--- config.mk ---
export PLATFORM = sky130hd
export DESIGN_NAME = dmp_csr_regs
export DESIGN_NICKNAME = d
export VERILOG_FILES = /design/src/rtl/dmp_csr_regs.sv
export SDC_FILE = /design/constraint.sdc
export NUM_CORES = 2
export LEC_CHECK = 0
export BUFFER_PORTS_ARGS = -buffer_cell sky130_fd_sc_hd__buf_2
export CORE_AREA = 4 4 482 484
export DETAILED_ROUTE_END_ITERATION = 10
export DIE_AREA = 0 0 486 488
export GPL_TIMING_DRIVEN = 1
export SYNTH_ARGS = -nofsm -noshare
export SYNTH_HDL_FRONTEND = slang
export SYNTH_SLANG_ARGS = --single-unit
export TNS_END_PERCENT = 5
--- constraint.sdc ---
create_clock -name clk_i -period 4.7 [get_ports clk_i]
set_input_delay 0.94 -clock clk_i [delete_from_list [all_inputs] [get_ports clk_i]]
set_output_delay 0.94 -clock clk_i [all_outputs]
set_load 0.03 [all_outputs]
--- src/rtl/dmp_csr_regs.sv ---
// rtl/dmp_csr_regs.sv - PMP/JITDomain CSR banks, WARL/lock rules and domain-switch sequencer
//
// Holds pmpcfg, pmpaddr and dmpcfg banks plus the current domain, and sequences
// domain switches through an LSU drain and a frontend flush handshake.
//
// Ports:
//   clk_i, rst_i                    clock, synchronous active-high reset
//   csr_we_i/sel_i/idx_i/wdata_i    register write (sel 00 pmpcfg, 01 pmpaddr, 10 dmpcfg)
//   csr_ready_o                     write accepted this cycle (IDLE only)
//   csr_rsel_i/ridx_i, csr_rdata_o  combinational readback, zero-extended
//   dom_req_i/target_i              domain-switch request
//   dom_gnt_o/done_o/err_o          accept pulse, finish pulse, timeout-abort pulse
//   lsu_idle_i                      LSU has nothing outstanding
//   flush_o/flush_ack_i             frontend/TLB flush handshake
//   conf_addr_o, pmpconf_o,
//   dmpconf_o, curdom_o             registered state for the PMP checkers
//
// Build option: DMP_SWITCH_DRAIN_EN adds the DRAIN state, its timeout counter
// and dom_err_o; without it IDLE goes straight to SWITCH and lsu_idle_i is unused.
//
// pmpcfg byte: [7] L, [6:5] reserved, [4:3] A, [2] R, [1] W, [0] X.
// dmpcfg byte: [7] L, [6:4] reserved, [3:0] domain.

module dmp_csr_regs #(
    parameter int PMP_LEN       = 54,
    parameter int NR_ENTRIES    = 16,
    parameter int DRAIN_TIMEOUT = 255
) (
    input  logic                      clk_i,
    input  logic                      rst_i,
    input  logic                      csr_we_i,
    input  logic [1:0]                csr_sel_i,
    input  logic [3:0]                csr_idx_i,
    input  logic [PMP_LEN-1:0]        csr_wdata_i,
    output logic                      csr_ready_o,
    input  logic [1:0]                csr_rsel_i,
    input  logic [3:0]                csr_ridx_i,
    output logic [PMP_LEN-1:0]        csr_rdata_o,
    input  logic                      dom_req_i,
    input  logic [3:0]                dom_target_i,
    output logic                      dom_gnt_o,
    output logic                      dom_done_o,
    output logic                      dom_err_o,
    input  logic                      lsu_idle_i,
    output logic                      flush_o,
    input  logic                      flush_ack_i,
    output logic [15:0][PMP_LEN-1:0]  conf_addr_o,
    output logic [15:0][7:0]          pmpconf_o,
    output logic [15:0][7:0]          dmpconf_o,
    output logic [3:0]                curdom_o
);

    localparam logic [1:0] A_TOR = 2'b01;
    localparam logic [3:0] DOMI  = 4'h0;

    typedef enum logic [1:0] {IDLE, DRAIN, SWITCH, FLUSH} state_t;

    state_t      state, state_next;
    logic        wr;
    logic [15:0] cfg_wr, addr_wr, dmp_wr;
    logic [16:0][7:0] cfg_ext;
    logic [7:0]  cfg_wdata, dmp_wdata;
    logic [3:0]  target;
    logic        done_q, done_set;

    assign wr = csr_we_i && csr_ready_o;

    // Per-entry write enables. Entries at or above NR_ENTRIES never get one, so
    // their registers stay at reset value and read back / drive zero.
    // cfg_ext pads a 17th zero entry so entry i can look at entry i+1 for TOR.
    always_comb begin
        cfg_wr  = '0;
        addr_wr = '0;
        dmp_wr  = '0;
        cfg_ext = {8'h00, pmpconf_o};
        for (int i = 0; i < 16; i++) begin
            if (wr && i < NR_ENTRIES && csr_idx_i == 4'(i)) begin
                cfg_wr[i]  = (csr_sel_i == 2'b00) && !pmpconf_o[i][7];
                addr_wr[i] = (csr_sel_i == 2'b01) && !pmpconf_o[i][7] &&
                             !((i + 1 < NR_ENTRIES) && cfg_ext[i+1][7] &&
                               cfg_ext[i+1][4:3] == A_TOR);
                dmp_wr[i]  = (csr_sel_i == 2'b10) && !dmpconf_o[i][7];
            end
        end
    end

    // WARL: reserved bits read 0; write-only (W=1, R=0) is stored as W=0.
    always_comb begin
        cfg_wdata = csr_wdata_i[7:0] & 8'h9F;
        if (cfg_wdata[1] && !cfg_wdata[2]) begin
            cfg_wdata[1] = 1'b0;
        end
        dmp_wdata = csr_wdata_i[7:0] & 8'h8F;
    end

    always_ff @(posedge clk_i) begin
        if (rst_i) begin
            pmpconf_o   <= '0;
            conf_addr_o <= '0;
            dmpconf_o   <= '0;
        end else begin
            for (int i = 0; i < 16; i++) begin
                if (cfg_wr[i])  pmpconf_o[i]   <= cfg_wdata;
                if (addr_wr[i]) conf_addr_o[i] <= csr_wdata_i;
                if (dmp_wr[i])  dmpconf_o[i]   <= dmp_wdata;
            end
        end
    end

    always_comb begin
        csr_rdata_o = '0;
        case (csr_rsel_i)
            2'b00:   csr_rdata_o = PMP_LEN'(pmpconf_o[csr_ridx_i]);
            2'b01:   csr_rdata_o = conf_addr_o[csr_ridx_i];
            2'b10:   csr_rdata_o = PMP_LEN'(dmpconf_o[csr_ridx_i]);
            default: csr_rdata_o = '0;
        endcase
    end

`ifdef DMP_SWITCH_DRAIN_EN
    logic [7:0] drain_cnt;
    logic       cnt_clr, cnt_inc, err_q, err_set;
    assign dom_err_o = err_q;
`else
    logic unused_lsu_idle;
    assign unused_lsu_idle = lsu_idle_i;
    assign dom_err_o       = 1'b0;
`endif

    assign dom_done_o = done_q;

    always_ff @(posedge clk_i) begin
        if (rst_i) begin
            state    <= IDLE;
            target   <= DOMI;
            curdom_o <= DOMI;
            done_q   <= 1'b0;
`ifdef DMP_SWITCH_DRAIN_EN
            err_q     <= 1'b0;
            drain_cnt <= '0;
`endif
        end else begin
            state  <= state_next;
            done_q <= done_set;
            if (dom_gnt_o) target <= dom_target_i;
            if (state == SWITCH) curdom_o <= target;
`ifdef DMP_SWITCH_DRAIN_EN
            err_q <= err_set;
            if (cnt_clr)      drain_cnt <= '0;
            else if (cnt_inc) drain_cnt <= drain_cnt + 8'd1;
`endif
        end
    end

    always_comb begin
        state_next  = state;
        csr_ready_o = 1'b0;
        dom_gnt_o   = 1'b0;
        flush_o     = 1'b0;
        done_set    = 1'b0;
`ifdef DMP_SWITCH_DRAIN_EN
        err_set = 1'b0;
        cnt_clr = 1'b0;
        cnt_inc = 1'b0;
`endif
        case (state)
            IDLE: begin
                csr_ready_o = 1'b1;
                if (dom_req_i) begin
                    dom_gnt_o = 1'b1;
`ifdef DMP_SWITCH_DRAIN_EN
                    cnt_clr    = 1'b1;
                    state_next = DRAIN;
`else
                    state_next = SWITCH;
`endif
                end
            end
`ifdef DMP_SWITCH_DRAIN_EN
            // An idle LSU wins over the timeout in the same cycle; the abort
            // fires in the DRAIN cycle that sees the counter at DRAIN_TIMEOUT.
            DRAIN: begin
                if (lsu_idle_i) begin
                    state_next = SWITCH;
                end else if (drain_cnt == 8'(DRAIN_TIMEOUT)) begin
                    done_set   = 1'b1;
                    err_set    = 1'b1;
                    state_next = IDLE;
                end else begin
                    cnt_inc = 1'b1;
                end
            end
`endif
            SWITCH: state_next = FLUSH;
            FLUSH: begin
                flush_o = 1'b1;
                if (flush_ack_i) begin
                    done_set   = 1'b1;
                    state_next = IDLE;
                end
            end
            default: state_next = IDLE;
        endcase
    end

endmodule

==> results.toml <==
[grt]
antenna_found_initial = 26
grt_max_degree = 118
grt.overflow.total = 0
grt_pass1_vias = 41926
globalRouteTotalUtil_pct = 20.6
grt_pass1_wl_mm = 346

[worst_setup_path]
critPathMaxFanout = 44
critical_path_class = "primary input to output port"
required_ns = 3.76
cp-end-kind = "output port"
startpoint_type = "primary input"
worstPathArrival_ns = 3.57

[clock_tree]
cts-root-buf = "clkbuf_16"
cts_tree = "yes"
insertion_delay_ns = 0.76
clockBufferDepth = 3
path_clk_slew_ns = 0.06
cts_buffers = 115
htree_levels = 3
numClockSinks = 1051
hold_buffers = 0
ctsResizeCount = 0
postCtsSetupBuffers = 0

[floorplan]
die_area_um2 = 237000
placementRows = 175
core_area_um2 = 227000
start_util_pct = 20.5
num_io_pins = 1259
die_w_um = 486
die_y_um = 488

[logic_synthesis]
synth_top_area_cell = "dfxtp_1"
yosysWarnings = 0
synth_top_area_share_pct = 45.1
synth_area_leaders = "dfxtp_1 45%, mux4_2 15%, mux2i_1 12%, nand2_1 8.1%, nor2_1 4.7%"
synth-edff-count = 0
ys_ff_latch = 1051
synth_ff_type = "dfxtp_1"
netlist_instances = 4734
seq_area_frac_synth_pct = 45.1
async_flop_share_pct = 0
netlist-cell-type-count = 51
synth.cell_area_um2 = 46600
synth_area_per_cell_um2 = 9.85

[layout]
n_fill_cell = 24188
drive_gt1_share_pct = 33.6
syn_to_final_growth_pct = 27.4
multi_input_area_um2 = 23200
nets = 5792
seq_area_um2 = 21000

[timing]
rsz0062_at_grt = "no"
fin_ws_ns = 0.188
slew_headroom_pct = 24.0
hold_ws_ns = 0.418
setup_violations = 0
min_period_ns = 4.51
setup_tns_ns = 0
worst_pin_slew_ns = 1.14
clock-skew-final_ns = 0.0289
hold_viol = 0
finalCritPeriodShare_pct = 96.0
slew_viol_final = 0
max_freq_mhz = 222

[placement]
io_buffer_count = 1176
gp_congestion = 0.930
place_ws_ns = 0.338
dp_hpwl_mm = 192

[power]
switching_share_pct = 24.8
p_leak_uw = 0.0237
p_clk_share_pct = 49.0
p_switching_uw = 4930
fin_total_pwr_uw = 19900
p_comb_share_pct = 5.8
ir_worst_vdd_mv = 0.275
seq_power_share_pct = 45.2
power_density_nw_per_um2 = 334
p_int_uw = 14900

[routing]
vias_per_cell = 4.91
antenna_left = 0
drc = 0
first_pass_iters = 6
vias = 43386
drt_iter0_drc = 4469
wl_per_cell_um = 29.1
drt_wl_total_mm = 257

[min_path]
holdCritPathClass = "primary input to flop"

[job]
cap_viol_max_count = 0

[status]
outcome = "finished clean"
## kinds of logic after synthesis
| kind of cell | Yosys count | share of synthesized area, % |
|---|---|---|
| AND/OR/NAND/NOR | 1757 | 15.5 |
| flip-flops | 1051 | 45.1 |
| multiplexers | 853 | 26.6 |
| AO/OA/AOI/OAI | 546 | 6.84 |
| buffers and inverters | 526 | 5.99 |
| other | 1 | 0.00804 |
## worst max-delay path, stage by stage
cell and delay (ns):
buf_8 0.53, buf_4 0.35, mux4_2 0.51, mux4_2 0.59, and2_1 0.20, buf_2 0.20
## stage by stage
step / std cells / cell area (um2) / utilization, %
after floorplan: 4814 / 46900 / -
after global placement: 8608 / 55300 / 24.4
after detailed placement: 8608 / 55300 / 24.4
after CTS: 8822 / 59400 / 26.1
after global routing: 8833 / 59400 / 26.1
final: 8837 / 59400 / 26.1
## power by group through the flow
stage	Clock, uW	Sequential (uW)	Combinational (uW)
after floorplan	0	9210	729
after global placement	0	9170	1130
after detailed placement	0	9170	1140
after CTS	9870	8970	1140
after global routing	10200	8970	1200
final	9730	8970	1160
## layout make-up
type	instances	share of cell area, %
Tap cell	3009	6.34
Antenna cell	15	0.0632
Clock buffer	175	5.85
Inverter	4	0.0253
Multi-Input combinational cell	3237	39.0
Clock inverter	39	0.945
Sequential cell	1051	35.4
Timing Repair Buffer	1307	12.3
## cell usage after synthesis (4+ instances only)
master    number
dfxtp_1     1051
nand2_1     1010
nor2_1       582
mux2i_1      540
a21oi_1      414
mux4_2       307
clkbuf_1     247
buf_2        121
buf_4        117
a21oi_2       95
and2_1        53
buf_6         27
or3_1         18
nor3_2        17
nand3_1       11
a41oi_1       10
nor2b_1        9
a22oi_1        8
or4_1          8
buf_1          7
nor4_1         7
nor4_4         7
a31oi_1        6
mux2_2         6
nor3_1         6
nand2b_1       5
o22ai_1        5
and3_1         4
inv_1          4
nand2_2        4
## sequential cells by signal, summed over array words and instances, names as in the netlist
name	count
conf_addr_o	864
curdom_o	4
dmpconf_o	80
dom_done_o	1
pmpconf_o	96
state	2
target	4
## routing by layer
metal  GRT usage, %  vias up  share of wire [%]
li1               -    18057                  -
met1           23.9    21276                 36
met2           30.5     3319                 42
met3           8.87      724                 14
met4           14.7       10                8.5
met5              0        -              0.024
## worst paths after layout
path / start / endpoint / slack [ns] / depth (start not counted)
setup / recovery: csr_ridx_i[1] / csr_rdata_o[29] / 0.19 / 6
hold / removal: flush_ack_i / state[0] / 0.42 / 2
setup reg to reg: state[1] / conf_addr_o[89] / 1.49 / 6
hold reg to reg: conf_addr_o[311] / conf_addr_o[311] / 0.47 / 2
## placed cells by master, fill, tap and decap left out, drive strengths merged, types with 3 or more instances in the layout
| master | synthesis | final |
|---|---|---|
| a21oi | 509 | 509 |
| a22oi | 8 | 8 |
| a31oi | 6 | 6 |
| a41oi | 10 | 10 |
| and2 | 53 | 53 |
| and3 | 4 | 4 |
| buf | 273 | 1306 |
| bufinv | 0 | 11 |
| clkbuf | 249 | 176 |
| clkinv | 0 | 18 |
| conb | 1 | 81 |
| dfxtp | 1051 | 1051 |
| diode | 0 | 15 |
| inv | 4 | 12 |
| mux2 | 6 | 6 |
| mux2i | 540 | 540 |
| mux4 | 307 | 307 |
| nand2 | 1014 | 1014 |
| nand2b | 5 | 5 |
| nand3 | 11 | 11 |
| nand4 | 3 | 3 |
| nand4b | 3 | 3 |
| nor2 | 583 | 583 |
| nor2b | 9 | 9 |
| nor3 | 23 | 23 |
| nor4 | 15 | 15 |
| o22ai | 5 | 5 |
| or3 | 18 | 18 |
| or4 | 8 | 8 |
Power figures use the tool's default switching activity.
